File: src/rtl/sn74ls57_seq.sv
// rtl/sn74ls57_seq.sv - clear/pulse/check sequencer for an sn74ls57 divider
// Optional self-check logic is built only when SN74LS57_SEQ_CHECK_EN is defined.
module sn74ls57_seq #(
    parameter int PULSE_W = 2,
    parameter int SETTLE  = 4,
    parameter int CLR_W   = 4
) (
    input  logic       clk,
    input  logic       clr,
    input  logic       start,
    input  logic [1:0] sel,
    input  logic [7:0] ncyc,
    input  logic       qa,
    input  logic       qb,
    input  logic       qc,
    output logic       dclka,
    output logic       dclkb,
    output logic       dclr,
    output logic       busy,
    output logic       done,
    output logic       err,
    output logic [7:0] pcnt
);

    typedef enum logic [3:0] {
        S_IDLE, S_CLEAR, S_RECOV, S_CHK0, S_PHI, S_PLO, S_CHK, S_DONE, S_ERR
    } state_t;

    state_t     state_q, state_d;
    logic [7:0] tmr_q, tmr_d;
    logic [3:0] k_q, k_d;
    logic [8:0] per_q, per_d;
    logic [7:0] pcnt_q, pcnt_d;
    logic [1:0] sel_q, sel_d;
    logic [7:0] ncyc_q, ncyc_d;
    logic       err_q, err_d;
    logic       dclka_q, dclka_d;
    logic       dclkb_q, dclkb_d;
    logic       dclr_q, dclr_d;
    logic       busy_q, busy_d;
    logic       done_q, done_d;

    logic [3:0] ratio;
    logic [8:0] target;
    logic       zero_bad;
    logic       lvl_bad;

    always_comb begin
        ratio = 4'd10;
        case (sel_q)
            2'b00:   ratio = 4'd6;
            2'b01:   ratio = 4'd5;
            default: ratio = 4'd10;
        endcase
    end

    assign target = (ncyc_q == 8'd0) ? 9'd256 : {1'b0, ncyc_q};

`ifdef SN74LS57_SEQ_CHECK_EN
    logic [2:0] sync1_q, sync2_q;
    logic       q_sel;
    logic       exp_lvl;

    always_ff @(posedge clk or posedge clr) begin
        if (clr) begin
            sync1_q <= 3'b000;
            sync2_q <= 3'b000;
        end else begin
            sync1_q <= {qc, qb, qa};
            sync2_q <= sync1_q;
        end
    end

    // Reference level of the selected output after pulse k of a period.
    always_comb begin
        q_sel   = sync2_q[2];
        exp_lvl = (k_q >= 4'd5) && (k_q <= 4'd9);
        case (sel_q)
            2'b00: begin
                q_sel   = sync2_q[0];
                exp_lvl = (k_q >= 4'd3) && (k_q <= 4'd5);
            end
            2'b01: begin
                q_sel   = sync2_q[1];
                exp_lvl = (k_q == 4'd4);
            end
            default: ;
        endcase
    end

    assign zero_bad = |sync2_q;
    assign lvl_bad  = (q_sel != exp_lvl);
`else
    logic unused_q;
    assign unused_q = ^{qa, qb, qc};
    assign zero_bad = 1'b0;
    assign lvl_bad  = 1'b0;
`endif

    always_comb begin
        state_d = state_q;
        tmr_d   = tmr_q;
        k_d     = k_q;
        per_d   = per_q;
        pcnt_d  = pcnt_q;
        sel_d   = sel_q;
        ncyc_d  = ncyc_q;
        err_d   = err_q;
        case (state_q)
            S_IDLE: begin
                if (start) begin
                    sel_d  = sel;
                    ncyc_d = ncyc;
                    err_d  = 1'b0;
                    pcnt_d = 8'd0;
                    per_d  = 9'd0;
                    k_d    = 4'd1;
                    if (sel == 2'b11) begin
                        state_d = S_ERR;
                    end else begin
                        state_d = S_CLEAR;
                        tmr_d   = 8'(CLR_W - 1);
                    end
                end
            end
            S_CLEAR: begin
                tmr_d = tmr_q - 8'd1;
                if (tmr_q == 8'd0) begin
                    state_d = S_RECOV;
                    tmr_d   = 8'(SETTLE - 1);
                end
            end
            S_RECOV: begin
                tmr_d = tmr_q - 8'd1;
                if (tmr_q == 8'd0) state_d = S_CHK0;
            end
            S_CHK0: begin
                if (zero_bad) begin
                    state_d = S_ERR;
                end else begin
                    state_d = S_PHI;
                    tmr_d   = 8'(PULSE_W - 1);
                end
            end
            S_PHI: begin
                tmr_d = tmr_q - 8'd1;
                if (tmr_q == 8'd0) begin
                    state_d = S_PLO;
                    tmr_d   = 8'(SETTLE - 1);
                end
            end
            S_PLO: begin
                tmr_d = tmr_q - 8'd1;
                if (tmr_q == 8'd0) state_d = S_CHK;
            end
            S_CHK: begin
                tmr_d = 8'(PULSE_W - 1);
                if (lvl_bad) begin
                    state_d = S_ERR;
                end else if (k_q < ratio) begin
                    k_d     = k_q + 4'd1;
                    state_d = S_PHI;
                end else begin
                    pcnt_d = pcnt_q + 8'd1;
                    per_d  = per_q + 9'd1;
                    k_d    = 4'd1;
                    state_d = (per_q + 9'd1 == target) ? S_DONE : S_PHI;
                end
            end
            S_DONE:  state_d = S_IDLE;
            S_ERR:   state_d = S_IDLE;
            default: state_d = S_IDLE;
        endcase
        if (state_d == S_ERR) err_d = 1'b1;
    end

    // Drive outputs are registered off the next state so the divider clocks never glitch.
    always_comb begin
        dclka_d = (state_d == S_PHI) && (sel_d == 2'b00);
        dclkb_d = (state_d == S_PHI) && (sel_d != 2'b00);
        dclr_d  = (state_d != S_CLEAR);
        busy_d  = (state_d != S_IDLE);
        done_d  = (state_d == S_DONE) || (state_d == S_ERR);
    end

    always_ff @(posedge clk or posedge clr) begin
        if (clr) begin
            state_q <= S_IDLE;
            tmr_q   <= 8'd0;
            k_q     <= 4'd1;
            per_q   <= 9'd0;
            pcnt_q  <= 8'd0;
            sel_q   <= 2'b00;
            ncyc_q  <= 8'd0;
            err_q   <= 1'b0;
            dclka_q <= 1'b0;
            dclkb_q <= 1'b0;
            dclr_q  <= 1'b1;
            busy_q  <= 1'b0;
            done_q  <= 1'b0;
        end else begin
            state_q <= state_d;
            tmr_q   <= tmr_d;
            k_q     <= k_d;
            per_q   <= per_d;
            pcnt_q  <= pcnt_d;
            sel_q   <= sel_d;
            ncyc_q  <= ncyc_d;
            err_q   <= err_d;
            dclka_q <= dclka_d;
            dclkb_q <= dclkb_d;
            dclr_q  <= dclr_d;
            busy_q  <= busy_d;
            done_q  <= done_d;
        end
    end

    assign dclka = dclka_q;
    assign dclkb = dclkb_q;
    assign dclr  = dclr_q;
    assign busy  = busy_q;
    assign done  = done_q;
    assign err   = err_q;
    assign pcnt  = pcnt_q;

endmodule

File: config.mk
export PLATFORM = sky130hd
export DESIGN_NAME = sn74ls57_seq
export DESIGN_NICKNAME = d
export VERILOG_FILES = /design/src/rtl/sn74ls57_seq.sv
export SDC_FILE = /design/constraint.sdc
export NUM_CORES = 1
export LEC_CHECK = 0
export CAP_MARGIN = 20
export CORE_ASPECT_RATIO = 2
export CORE_MARGIN = 3
export CORE_UTILIZATION = 40
export CTS_BUF_LIST = sky130_fd_sc_hd__clkbuf_2 sky130_fd_sc_hd__clkbuf_4 sky130_fd_sc_hd__clkbuf_8
export CTS_CLUSTER_DIAMETER = 40
export CTS_CLUSTER_SIZE = 28
export DETAILED_ROUTE_END_ITERATION = 10
export HOLD_SLACK_MARGIN = 0.03
export PLACE_DENSITY = 0.58
export SLEW_MARGIN = 20
export SYNTH_ARGS = -nofsm -noshare
export SYNTH_HDL_FRONTEND = slang
export SYNTH_SLANG_ARGS = --single-unit
File: constraint.sdc
create_clock -name clk -period 2.8 [get_ports clk]
set_input_delay 0.28 -clock clk [delete_from_list [all_inputs] [get_ports clk]]
set_output_delay 0.28 -clock clk [all_outputs]
set_load 0.02 [all_outputs]
# [Word level (Yosys, flattened, before mapping)]
# Index checks and enable logic that the tools add are counted.
[totals] wordCells=85 in_bits=16 ff_bits=49
[classes] add_sub_neg=4 reduce_logical=22 n_eq_ne=16 mux=29 order_cmp=1
[op_table] operator="2-to-1 mux 8 bit" count=5
[op_table] operator="2-to-1 mux 4 bit" count=8
[op_table] operator="one-hot mux 8 bit (4 select lines)" count=1
[op_table] operator="one-hot mux 4 bit (7 select lines)" count=1
[op_table] operator="2-to-1 mux 9 bit" count=3
[op_table] operator="equality test 4 x 3 -> 1 bit, second input constant" count=5
[op_table] operator="one-hot mux 9 bit (2 select lines)" count=1
[op_table] operator="zero test 8 bit" count=2
[op_table] operator="one-hot mux 4 bit (2 select lines)" count=2
[op_table] operator="one-hot mux 8 bit (2 select lines)" count=1
[op_table] operator="adder 9 x 1 -> 9 bit, second input constant" count=1
[op_table] operator="equality test 9 bit" count=1
[op_table] operator="adder 8 x 1 -> 8 bit, second input constant" count=1
[op_table] operator="equality test 4 x 2 -> 1 bit, second input constant" count=2
[op_table] operator="2-to-1 mux 2 bit" count=4
[op_table] operator="nonzero test 2 bit" count=4
[op_table] operator="nonzero test 4 bit" count=2
[op_table] operator="subtractor 8 x 1 -> 8 bit, second input constant" count=1
[op_table] operator="inequality test 2 bit, second input constant" count=3
[op_table] operator="AND reduction 2 bit" count=3
[op_table] operator="AND reduction 3 bit" count=2
[op_table] operator="OR reduction 2 bit" count=3
[op_table] operator="adder 4 x 1 -> 4 bit, second input constant" count=1
[op_table] operator="equality test 4 x 1 -> 1 bit, second input constant" count=1
[op_table] operator="10 further kinds" count=14

# [Logic depth before layout (Yosys ltp)]
# Gate-level depths: netlist of the first run.
[logic_depth] depth_word=9 ltp_mapped=10 depth_no_buf=8

# [Worst setup path before layout of the first run]
# Ideal clock, no wire load.
[synth_path] kind="reg-to-reg" from="register sel_q[0]" to="register done_q (netlist: done)" setup_time_ns=0.124 arrival_ns=2.081 path_buffers=1 path_stages_with_launch=10 t_required_ns=2.676 slack_ns=0.595 cell_sequence="dfrtp_1 > nor2b_1 > ha_1 > or4b_4 > a211oi_2 > or2_1 > buf_6 > a2111oi_2 > and4b_4 > or2_1"
[synth_between] elab_chain_len=7 elab_cells_between_ends=9 classes_between="1 x order compare; 3 x eq/ne; 3 x mux; 2 x reduce/logical"
[synth_lines] item="from (decl)" line="34" rtl="logic [1:0] sel_q, sel_d;"
[synth_lines] item="from (signal assigned)" line="207" rtl="sel_q <= sel_d;"
[synth_lines] item="equality test 2 x 1 -> 1 bit / zero test 2 bit (equally long branches)" line="50" rtl="case (sel_q)"
[synth_lines] item="one-hot mux 4 bit (2 select lines) (*)" line="50"
[synth_lines] item="< comparator 4 bit (*)" line="160" rtl="end else if (k_q < ratio) begin"
[synth_lines] item="2-to-1 mux 2 bit (*)" line="160"
[synth_lines] item="one-hot mux 4 bit (7 select lines) (*)" line="109" rtl="case (state_q)"
[synth_lines] item="equality test 4 x 3 -> 1 bit / equality test 4 bit (equally long branches)" line="183" rtl="done_d = (state_d == S_DONE) || (state_d == S_ERR);"
[synth_lines] item="logical OR 1 bit (*)" line="183"
[synth_lines] item="named net done_d" line="41" rtl="logic done_q, done_d;"
[synth_lines] item="to (signal assigned)" line="214" rtl="done_q <= done_d;"
[synth_lines] item="to (decl)" line="41"
# Mark *: on every way through the listed nets, which the timed path passes. The rest lies on a longest branch.
# A chain may end at the register's enable or synchronous reset.

# [Worst setup path in the final report of the first run]
[layout_path] from="register sel_q[0]" to="register per_q[7]"
[layout_between] elab_chain_len=5 elab_cells_between_ends=6 classes_between="1 x order compare; 2 x eq/ne; 1 x mux; 2 x reduce/logical"
[layout_lines] item="equality test 2 x 1 -> 1 bit / zero test 2 bit (equally long branches)" line="50"
[layout_lines] item="one-hot mux 4 bit (2 select lines) (*)" line="50"
[layout_lines] item="< comparator 4 bit (*)" line="160"
[layout_lines] item="inequality test 2 bit (no source line) (*)"
[layout_lines] item="AND reduction 3 bit (no source line) (*)"
[layout_lines] item="to (signal assigned)" line="205" rtl="per_q <= per_d;"
[layout_lines] item="to (decl)" line="32" rtl="logic [8:0] per_q, per_d;"
# Every way passes the cells marked *; elsewhere a longest branch is shown, timed or not.

==> results.json, run 1 <==
{
  "status": "finished clean",
  "drt_pass1_iterations": 4,
  "hp-class": "input pin to async pin",
  "async_flop_share_pct": 100,
  "slowest_stage": "or4b_4",
  "gp_congestion": 0.840,
  "required_ns": 3.02,
  "clock-sinks": 49,
  "synthMuxAreaShare_pct": 0.717,
  "cts_tree": "built",
  "cts_hold_buf": 0,
  "critPathKind": "flop to flop",
  "globalRoute.totalOverflow": 0,
  "drv_slew": 0,
  "cts_buffer_depth": 2,
  "p_per_area_nw_per_um2": 420,
  "reg2reg_depth": 8,
  "synthAdderAreaFrac_pct": 3.59,
  "area_delta_synth_final_pct": 16.7,
  "setup.worst_path.end_class": "flop",
  "grt_pass1_vias": 2301,
  "antenna_found_initial": 0,
  "clock_latency_ns": 0.31,
  "route.detailed.drc": 0,
  "period_share_pct": 85.6,
  "drt_iter0_markers": 74,
  "ys_ff_latch": 49,
  "cp_data_arrival_time_ns": 2.62,
  "pin_count": 30,
  "core_area_sq_um": 6670,
  "drive_gt1_share_pct": 9.20,
  "max-slew-margin-rel_pct": 60.3,
  "syn-num-nets": 325,
  "initial_utilization_pct": 41.8,
  "fmax_mhz": 417,
  "yosysUniqueCellTypes": 56,
  "nets": 349,
  "die_height_um": 124,
  "max_stage_delay_ns": 0.49,
  "vdd_drop_max_v": 0.000284,
  "rsz0062_at_grt": "false",
  "post_drt_wl_per_cell_um": 15.6,
  "htree_levels": 2,
  "dp_hpwl_mm": 4.86,
  "period_minus_slack_ns": 2.40,
  "synth_edf_count": 0,
  "postSynthCellCount": 301,
  "ctsResizeCount": 0,
  "wl_mm": 6.47,
  "reg2reg_to": "per_q[7]",
  "drv_cap": 0,
  "ys.flop_type": "dfrtp_1",
  "fill_cells": 653,
  "ant_nets": 0,
  "fp.dieW_um": 65.1,
  "final_core_util_pct": 48.8,
  "num_vias": 2244,
  "regArea_sq_um": 1230,
  "cp_cell_sequence": "nor2b_1 -> ha_1 -> or4b_4 -> a211oi_2 -> nor2_1 -> nor2_1 -> o21ai_0 -> o31ai_1",
  "multiInputGateArea_sq_um": 1440,
  "synth_xor_area_share_pct": 6.59,
  "r2r-start": "sel_q[0]",
  "post-cts-setup-buffers": 0,
  "fin_tns_setup_ns": 0,
  "yosysSeqAreaShare_pct": 44.0,
  "rows": 42,
  "via_per_inst": 5.42,
  "diodes": 0,
  "dieArea_sq_um": 8070,
  "startpoint_type": "flop",
  "synth_top_family_by_area": "simple AND/OR/NAND/NOR gates",
  "path_clk_slew_ns": 0.09,
  "hold_violations": 0,
  "syn-cell-area_sq_um": 2790,
  "cts_root_buffer": "clkbuf_8",
  "path_max_fanout": 8,
  "worstMarginPinSlew_ns": 0.594,
  "numCtsBuffers": 5,
  "ys.warnings.count": 0,
  "startpoint": "sel_q[0]",
  "place_area_sq_um": 3140,
  "whs_ns": 0.259,
  "synth-simple-area-share_pct": 24.9,
  "finalInstanceArea_sq_um": 3260,
  "total_power_mw": 1.37,
  "final.setup_skew_ns": 0.00848,
  "setup_violations": 0,
  "io_buffers": 26,
  "reg2reg_slack_ns": 0.40,
  "path_common_cell": "nor2_1",
  "p_leak_nw": 1.38,
  "synth_compound_area_share_pct": 15.9,
  "grt_start_max_net_pins": 20,
  "syn_area_per_cell_sq_um": 9.27,
  "grt_use_total_pct": 17.8,
  "grt_pass1_wl_mm": 11.0
}
flip-flops by register name, summed over array words and instances, names as in the netlist:
register	cells
tmr_q	8
ncyc_q	8
k_q	4
pcnt	8
per_q	9
busy	1
err	1
dclr	1
sel_q	2
dclkb	1
dclka	1
done	1
state_q	4
stage by stage:
step,setup WS [ns],cells
floorplan,0.595,301
global placement,0.423,406
detailed placement,0.372,406
CTS,0.347,414
global route,0.203,414
finish,0.403,414
area by class of cell:
type,instances,area share (%)
multi-input cells,225,44.3
flip-flops and latches,49,37.7
repair buffers,33,9.61
well taps,88,3.38
clock buffers,7,2.77
inverters,11,1.27
clock inverters,1,0.922
report_power, final:
group / total (mW) / leakage [nW] / switching (mW) / internal, mW
sequential: 0.735 / 0.570 / 0.0147 / 0.720
combinational: 0.0853 / 0.744 / 0.0429 / 0.0423
clock: 0.548 / 0.0619 / 0.247 / 0.301
total: 1.37 / 1.38 / 0.304 / 1.06
placed cells by master (no fill, tap or decap), types with 3 or more instances in the layout:
cell type	instances
buf_4	7
ha_1	8
nor3_1	9
o21ai_0	16
and3_1	4
nand2_1	44
nor2_1	23
clkbuf_8	6
o31ai_1	6
a21oi_1	15
a21o_1	6
nor4_1	3
xnor2_1	11
or2_1	4
or3_1	6
nand4_1	5
dfrtp_1	47
xor2_1	10
inv_1	10
clkdlybuf4s50_1	26
nand3_1	7
o21ai_1	7
critical path, delay by kind of cell, from the launching register on:
kind	cells	cell delay [ns]
AND/OR/NAND/NOR	4	1.22
AO/OA/AOI/OAI	3	0.50
adder cells (fa/ha/maj)	1	0.19
flip-flops	1	0.40
how the worst max path moves through the flow:
stage / to / cells past startpoint
2_1_floorplan: done / 9
6_report: per_q[7] / 8
5_1_grt: per_q[8] / 8
3_5_place_dp: per_q[8] / 8
3_3_place_gp: per_q[8] / 8
4_1_cts: per_q[7] / 8
cell families after synthesis:
kind of cell / count (synthesis)
AOI/OAI and AO/OA: 67
xor gates and xnor gates: 21
adders and majority gates: 8
buffers and inverters: 27
DFF: 49
muxes: 2
and+or+nand+nor: 127
per-layer routing:
| metal | up-vias | wire length (um) | global-route usage [%] | part of all wire, % |
|---|---|---|---|---|
| met5 | - | 0 | 0 | 0 |
| met3 | 14 | 157 | 2.98 | 2.4 |
| met1 | 1085 | 2360 | 17.6 | 36 |
| met2 | 35 | 3770 | 34.7 | 58 |
| li1 | 1110 | - | - | - |
| met4 | 0 | 189 | 8.83 | 2.9 |
cells in the mapped netlist, types with 3 or more instances:
master	instances	share of area (%)
nor3_1	9	1.6
a21o_1	6	1.6
inv_1	11	1.5
nand3_1	7	1.3
o21ai_0	16	2.9
o21ai_1	7	1.3
nor4_1	3	0.67
o31ai_1	6	1.6
dfrtp_1	47	42
clkbuf_1	6	0.81
or3_1	6	1.3
xor2_1	10	3.1
nand4_1	5	1.1
xnor2_1	11	3.5
buf_2	8	1.4
and3_1	4	0.90
nor2_1	23	3.1
ha_1	8	3.6
or2_1	4	0.90
a21oi_1	15	2.7
nand2_1	44	5.9
No activity file was read; power rests on OpenSTA's default activity.
==> inputs of run 2 (changes only) <==
CORE_ASPECT_RATIO = 0.8   (was 2)
SLEW_MARGIN = default   (was 20)
==> results.json, run 2 (same netlist as run 1, synthesis figures left out) <==
{
  "drt_iter0_markers": 114,
  "drive_gt1_share_pct": 9.20,
  "final.setup_skew_ns": 0.00592,
  "area_delta_synth_final_pct": 16.1,
  "routed-wl-met2_mm": 2.49,
  "fin_tns_setup_ns": 0,
  "nets": 349,
  "vdd_drop_max_v": 0.000175,
  "critPathKind": "flop to flop",
  "fp.dieW_um": 99.4,
  "grt_pass1_wl_mm": 10.6,
  "htree_levels": 2,
  "period_minus_slack_ns": 2.29,
  "slowest_stage": "dfrtp_1",
  "setup.worst_path.end_class": "flop",
  "post-place-cells": 402,
  "critPathTopFamily": "compound AO/OA/AOI/OAI gates",
  "ctsResizeCount": 0,
  "hp-class": "input pin to async pin",
  "fmax_mhz": 437,
  "required_ns": 3.02,
  "grt_use_total_pct": 16.6,
  "finalInstanceArea_sq_um": 3240,
  "p_per_area_nw_per_um2": 392,
  "clock_latency_ns": 0.30,
  "worstMarginPinSlew_ns": 0.532,
  "final_cell_mix": "47 x dfrtp_1, 44 x nand2_1, 26 x clkdlybuf4s50_1",
  "cp_num_cells": 7,
  "layout_setup_ws_ns": 0.512,
  "ant_nets": 0,
  "reg2reg_depth": 7,
  "clock-sinks": 49,
  "rows": 26,
  "drv_cap": 0,
  "wl_mm": 5.88,
  "status": "finished clean",
  "post_drt_wl_per_cell_um": 14.3,
  "rsz0062_at_grt": "false",
  "cts_tree": "built",
  "layout_commonest_cell": "dfrtp_1",
  "wl_met3_um": 187,
  "max-slew-margin-rel_pct": 64.4,
  "dp_hpwl_mm": 4.20,
  "numCtsBuffers": 5,
  "grt_pass1_vias": 2121,
  "cp_cell_sequence": "ha_1 -> nand2_1 -> o31a_1 -> a311o_1 -> a31oi_1 -> and4b_4 -> nor4_4",
  "final_core_util_pct": 49.3,
  "regMostFlops": "per_q",
  "cts_hold_buf": 0,
  "path_max_fanout": 6,
  "drv_slew": 0,
  "p_leak_nw": 1.37,
  "gp_congestion": 0.854,
  "cp_num_buf_inv": 0,
  "regArea_sq_um": 1230,
  "globalRoute.totalOverflow": 0,
  "total_power_mw": 1.27,
  "setup_violations": 0,
  "max_stage_delay_ns": 0.45,
  "largest_reg_flops": 9,
  "cts_root_buffer": "clkbuf_8",
  "reg2reg_slack_ns": 0.51,
  "place_ws_ns": 0.525,
  "grt_start_max_net_pins": 50,
  "drt-met1-wl_mm": 3.15,
  "pin_count": 30,
  "num_vias": 2193,
  "die_height_um": 80.7,
  "whs_ns": 0.322,
  "period_share_pct": 81.7,
  "io_buffers": 26,
  "top_layer_used": "met4",
  "reg2reg_to": "dclka",
  "route.detailed.drc": 0,
  "via_per_inst": 5.35,
  "cts_buffer_depth": 2,
  "place_area_sq_um": 3140,
  "r2r-start": "per_q[0]",
  "fill_cells": 631,
  "core_area_sq_um": 6570,
  "final_cells": 410,
  "hold_violations": 0,
  "startpoint_type": "flop",
  "diodes": 0,
  "path_clk_slew_ns": 0.09,
  "post-cts-setup-buffers": 0,
  "multiInputGateArea_sq_um": 1440,
  "initial_utilization_pct": 42.5,
  "antenna_found_initial": 0,
  "cp_data_arrival_time_ns": 2.50,
  "drt_pass1_iterations": 4,
  "dieArea_sq_um": 8020
}
==> run 2: worst max path at each step <==
stage,to,slack [ns],from
after detailed placement,dclka,0.52,sel_q[0]
after global placement,dclkb,0.53,per_q[0]
after CTS,dclka,0.48,per_q[0]
after global routing,per_q[3],0.30,sel_q[0]
final,dclka,0.51,per_q[0]
after floorplan,done,0.60,sel_q[0]
==> run 2: final cells by class <==
class | count | share of cell area (%)
clock buffers | 6 | 2.55
clock inverters | 2 | 0.425
inverters | 11 | 1.27
multi-input cells | 225 | 44.5
flip-flops and latches | 49 | 37.9
well taps | 84 | 3.24
repair buffers | 33 | 10.0
==> run 2: power by group <==
group / leakage, nW / internal (mW) / switching, mW / total, mW
Combinational: 0.748 / 0.0435 / 0.0428 / 0.0863
Clock: 0.0512 / 0.201 / 0.246 / 0.447
Sequential: 0.570 / 0.720 / 0.0146 / 0.735
Total: 1.37 / 0.965 / 0.304 / 1.27
==> run 2: tightest hold or removal path, stage by stage <==
cell and delay (ns):
clkdlybuf4s50_1 0.41, inv_2 0.07, buf_12 0.25
==> run 2: metal layers <==
layer  track usage, %  vias to the layer above
met5                0                        -
met4             4.09                        0
met3             3.47                        5
met2             24.1                       36
met1             25.0                     1044
li1                 -                     1108
